$ cat src/rtl/instr_fetch_pkg.sv
// instr_fetch_pkg: shared FSM states, reset vector and instruction field widths
package instr_fetch_pkg;

    typedef enum logic {
        FETCH = 1'b0,
        HOLD  = 1'b1
    } if_state_t;

    localparam logic [31:0] IF_RESET_PC = 32'h0000_3000;
    localparam int          IMM_W       = 16;
    localparam int          TGT_W       = 26;

endpackage

$ cat src/rtl/instr_fetch_npc.sv
// npc_calc: combinational next-PC selection and jr misalignment detection
module npc_calc
    import instr_fetch_pkg::*;
(
    input  logic [31:0]      pc_plus4,
    input  logic [IMM_W-1:0] imm16,
    input  logic [TGT_W-1:0] target26,
    input  logic [31:0]      rs_data,
    input  logic             nPC_sel,
    input  logic             zero,
    input  logic             J,
    input  logic             jal,
    input  logic             jr,
    output logic [31:0]      npc,
    output logic             misaligned
);

    // Priority: jr, then J/jal, then taken branch, else sequential
    always_comb begin
        npc = jr             ? {rs_data[31:2], 2'b00} :
              (J | jal)      ? {pc_plus4[31:28], target26, 2'b00} :
              (nPC_sel & zero) ? pc_plus4 + {{(32-IMM_W-2){imm16[IMM_W-1]}}, imm16, 2'b00} :
                               pc_plus4;
        misaligned = jr & (|rs_data[1:0]);
    end

endmodule

$ cat src/rtl/instr_fetch.sv
// instr_fetch: two-state fetch/hold unit holding PC and IR with decode slices
module instr_fetch
    import instr_fetch_pkg::*;
#(
    parameter logic [31:0] RESET_PC = IF_RESET_PC
) (
    input  logic              clk,
    input  logic              rst_n,
    output logic              imem_req,
    output logic [31:0]       imem_addr,
    input  logic              imem_ready,
    input  logic [31:0]       imem_rdata,
    output logic [5:0]        OpCode,
    output logic [5:0]        func,
    output logic [4:0]        rs,
    output logic [4:0]        rt,
    output logic [4:0]        rd,
    output logic [IMM_W-1:0]  imm16,
    output logic [TGT_W-1:0]  target26,
    output logic [31:0]       pc,
    output logic [31:0]       pc_plus4,
    output logic              instr_valid,
    input  logic              advance,
    input  logic              nPC_sel,
    input  logic              J,
    input  logic              jal,
    input  logic              jr,
    input  logic              zero,
    input  logic [31:0]       rs_data,
    output logic              addr_err
);

    if_state_t   state_q, state_d;
    logic [31:0] pc_q, pc_d;
    logic [31:0] ir_q, ir_d;
    logic        err_q, err_d;
    logic [31:0] npc;
    logic        misaligned;

    assign OpCode    = ir_q[31:26];
    assign func      = ir_q[5:0];
    assign rs        = ir_q[25:21];
    assign rt        = ir_q[20:16];
    assign rd        = ir_q[15:11];
    assign imm16     = ir_q[15:0];
    assign target26  = ir_q[25:0];
    assign pc        = pc_q;
    assign pc_plus4  = pc_q + 32'd4;
    assign imem_addr = pc_q;
    assign addr_err  = err_q;

    npc_calc u_npc (
        .pc_plus4   (pc_plus4),
        .imm16      (imm16),
        .target26   (target26),
        .rs_data    (rs_data),
        .nPC_sel    (nPC_sel),
        .zero       (zero),
        .J          (J),
        .jal        (jal),
        .jr         (jr),
        .npc        (npc),
        .misaligned (misaligned)
    );

    // Next-state: capture on strobe in FETCH, redirect on advance in HOLD
    always_comb begin
        state_d     = state_q;
        pc_d        = pc_q;
        ir_d        = ir_q;
        err_d       = err_q;
        imem_req    = (state_q == FETCH);
        instr_valid = (state_q == HOLD);
        if (state_q == FETCH && imem_ready) begin
            ir_d    = imem_rdata;
            state_d = HOLD;
        end else if (state_q == HOLD && advance) begin
            pc_d    = npc;
            err_d   = err_q | misaligned;
            state_d = FETCH;
        end
    end

    // State registers with asynchronous reset discarding any held instruction
    always_ff @(posedge clk or negedge rst_n) begin
        if (!rst_n) begin
            state_q <= FETCH;
            pc_q    <= RESET_PC;
            ir_q    <= '0;
            err_q   <= 1'b0;
        end else begin
            state_q <= state_d;
            pc_q    <= pc_d;
            ir_q    <= ir_d;
            err_q   <= err_d;
        end
    end

endmodule

$ cat config.mk
export PLATFORM = sky130hd
export DESIGN_NAME = instr_fetch
export DESIGN_NICKNAME = d
export VERILOG_FILES = /design/src/rtl/instr_fetch_pkg.sv /design/src/rtl/instr_fetch_npc.sv /design/src/rtl/instr_fetch.sv
export SDC_FILE = /design/constraint.sdc
export NUM_CORES = 1
export LEC_CHECK = 0
export CAP_MARGIN = 20
export CORE_MARGIN = 5
export CORE_UTILIZATION = 45
export CTS_BUF_LIST = sky130_fd_sc_hd__clkbuf_8
export CTS_CLUSTER_DIAMETER = 120
export DETAILED_ROUTE_END_ITERATION = 12
export GPL_TIMING_DRIVEN = 0
export PLACE_DENSITY = 0.85
export SLEW_MARGIN = 20
export SYNTH_ARGS = -nofsm -noshare
export SYNTH_HDL_FRONTEND = slang
export SYNTH_HIERARCHICAL = 1
export SYNTH_SLANG_ARGS = --single-unit
$ cat constraint.sdc
create_clock -name clk -period 9.7 [get_ports clk]
set_clock_uncertainty 0.2 [all_clocks]
set_input_delay 1.455 -clock clk [delete_from_list [all_inputs] [get_ports clk]]
set_output_delay 1.455 -clock clk [all_outputs]
set_load 0.02 [all_outputs]
==> impl_metrics.toml <==
[placement]
dp_hpwl_um = 16500
gp_congestion = 0.921
numPortBuffers = 239
place_area_um2 = 8550

[grt]
grt_pass1_vias = 6129
track_usage_pct = 26.4
antenna_found_initial = 0
grt-ovfl-total = 0
grt_pass1_wl_um = 33000
grt_max_degree = 41

[logic_synthesis]
synth_ff_type = "dfrtp_1"
syn_inst = 669
async_flop_share_pct = 100
syn_nets = 773
yosysSeqAreaShare_pct = 27.9
avgSynthCellArea_um2 = 8.86
syn_area_um2 = 5920
netlist.area_leader.share_pct = 27.0
synth_edf_count = 0
yosys.area.top_type = "dfrtp_1"
synth_cell_types = 69
synth_warnings = 6
synth.area.top_cells = "dfrtp_1, mux2_2, buf_4"
synth-seq-cells = 66

[setup_path]
end_kind = "primary output"
cp.arrival_ns = 3.31
critPathMaxFanout = 8
regToRegSetupSlack_ns = 4.95
rr_endpoint = "imem_addr[29]$_DFFE_PN0P_"
cpPeakStageDelay_ns = 0.71
crit_path_start_kind = "flop"
crit_slowest_cell = "clkdlybuf4s50_1"
crit_type = "flop to primary output"
worstPathRequired_ns = 8.05
rr_worst_depth = 16
path_cells = "ha_1 -> nand3_1 -> nor4_4 -> nand2_1 -> xnor2_1 -> clkdlybuf4s50_1"
reg2reg_from = "imem_addr[2]$_DFFE_PN0P_"

[power]
irDropWorstVdd_v = 0.000152
power.leakage_uw = 0.00367
p_per_area_nw_per_um2 = 290

[cts]
cts.clk_slew.worst_paths_ns = 0.08
cts_hold_buf = 0
clock_path_buffers = 2
cts_buffers = 9
cts_resized = 0
postCtsSetupRepairBufs = 0
cts_htree_levels = 3
clock_sinks = 66
cts_root_buf = "clkbuf_8"
insertion_delay_ns = 0.36
cts_tree = "yes"

[drt]
drc_errors = 0
ant_nets = 0
drt_iter0_drc = 514
vias = 6098
routedWlPerCell_um = 19.3
vias_per_cell = 5.54
drtPass1Iterations = 5
wl_um = 21200

[sta]
finalHoldViolations = 0
rsz0062_at_grt = "false"
timing.final.crit_share_pct = 51.1
relSlewSlack_pct = 39.6
slew_viol_final = 0
tightest_slew_ns = 0.907
post-route-min-period_ns = 4.96
setup_tns_ns = 0
fmax_mhz = 202
setup_viol = 0

[floorplan]
die_h_um = 125
fp-row-count = 42
die_x_um = 125
core_um2 = 13100
initial_core_util_pct = 45.3
top_level_ports = 241
design.die.area_um2 = 15600

[final_layout]
fillCellCount = 1049
stdcell_area_um2 = 8750
drive_gt1_share_pct = 18.7
nNetsFinal = 1024
area_growth_pct = 47.7
antenna_cells = 0

[hold_path]
hp-class = "flop to flop"
hold_path_end = "ir_q[30]$_DFFE_PN0P_"
hold_path_depth = 1
hold_start = "ir_q[30]$_DFFE_PN0P_"

[run_status]
status = "complete, no violations"

[job]
cap_violations = 0
==> where the power goes <==
group / internal [uW] / switching (uW) / total [uW]
Combinational: 869 / 922 / 1790
Sequential: 356 / 153 / 509
Clock: 118 / 120 / 239
Total: 1340 / 1200 / 2540
==> cells in the mapped netlist, types with 10 or more instances <==
cell type and n:
o211ai_1 10, nand3_1 26, nand2_1 60, clkbuf_1 18, a21o_1 12, o21ai_0 27, ha_1 30, dfrtp_1 64
xor2_1 21, a21oi_1 57, nor2_1 39, xnor2_1 29, mux2_2 56, buf_4 71
==> worst max path at each step <==
stage / from / endpoint / slack (ns) / cells past startpoint
2_1_floorplan: imem_addr[2]$_DFFE_PN0P_ / imem_addr[29]$_DFFE_PN0P_ / 5.45 / 15
3_3_place_gp: rst_n / ir_q[6]$_DFFE_PN0P_ / 4.65 / 1
3_5_place_dp: imem_addr[2]$_DFFE_PN0P_ / imem_addr[29]$_DFFE_PN0P_ / 5.07 / 16
4_1_cts: imem_addr[2]$_DFFE_PN0P_ / pc_plus4[26] / 4.76 / 6
5_1_grt: imem_addr[2]$_DFFE_PN0P_ / pc_plus4[26] / 4.56 / 6
6_report: imem_addr[2]$_DFFE_PN0P_ / pc_plus4[26] / 4.74 / 6
==> layout make-up <==
class                   count  area (um^2)  share of cell area [%]
repair buffers            240         2410                    27.5
well taps                 176          220                    2.52
flip-flops and latches     66         1650                    18.9
inverters                   9         33.8                   0.386
multi-input cells         496         3570                    40.8
plain buffers              98          666                    7.61
clock inverters             7         70.1                   0.801
clock buffers               9          124                    1.42
==> placed cells by master, fill, tap and decap left out, types with 18 or more instances in the layout <==
cell | Yosys | layout
a21oi_1 | 57 | 57
buf_4 | 71 | 72
clkbuf_1 | 18 | 18
clkdlybuf4s50_1 | 0 | 238
dfrtp_1 | 64 | 64
ha_1 | 30 | 30
mux2_2 | 56 | 56
nand2_1 | 60 | 60
nand3_1 | 26 | 26
nor2_1 | 39 | 39
o21ai_0 | 27 | 27
xnor2_1 | 29 | 29
xor2_1 | 21 | 21
==> cell families (layout without fill, tap and decap cells) <==
group,after synthesis,count (layout),share of synthesized area [%]
AO/OA/AOI/OAI,167,167,18.3
buffers and inverters,107,363,11.8
flip-flops,66,66,27.9
XOR/XNOR,50,50,7.39
multiplexers,64,64,12.2
AND/OR/NAND/NOR,184,184,15.8
adder cells (fa/ha/maj),31,31,6.67
==> registers in the layout (all words and copies together) (netlist names) <==
name and cells:
ir_q 32, imem_addr 32, instr_valid 1, addr_err 1
==> metrics by stage <==
| stage | total power (uW) | worst slack [ns] | utilization, % | cells | hold slack, ns |
|---|---|---|---|---|---|
| CTS | 2530 | 4.76 | 66.9 | 1101 | 0.292 |
| floorplan | 1590 | 5.45 | - | 669 | 0.391 |
| detailed placement | 2280 | 5.07 | 65.4 | 1085 | 0.274 |
| global placement | 2250 | 4.65 | 65.2 | 1084 | 0.268 |
| global route | 2690 | 4.56 | 66.9 | 1101 | 0.307 |
| finish | 2540 | 4.74 | 66.9 | 1101 | 0.288 |
==> metal layers <==
| layer | vias to the layer above | part of all wire, % | GRT usage, % | wire length [um] |
|---|---|---|---|---|
| li1 | 2849 | - | - | - |
| met1 | 2884 | 41 | 35.1 | 8750 |
| met2 | 325 | 47 | 42.4 | 9960 |
| met3 | 40 | 9.4 | 5.36 | 2010 |
| met4 | 0 | 2.5 | 9.74 | 525 |
| met5 | - | 0 | 0 | 0 |
==> critical path: cells and delay by family (launching register included) <==
kind | cells | cell delay [ns]
buffers and inverters | 1 | 0.71
and+or+nand+nor | 3 | 1.06
xor gates and xnor gates | 1 | 0.48
DFF | 1 | 0.48
adders and majority gates | 1 | 0.23
Power figures use the tool's default switching activity.
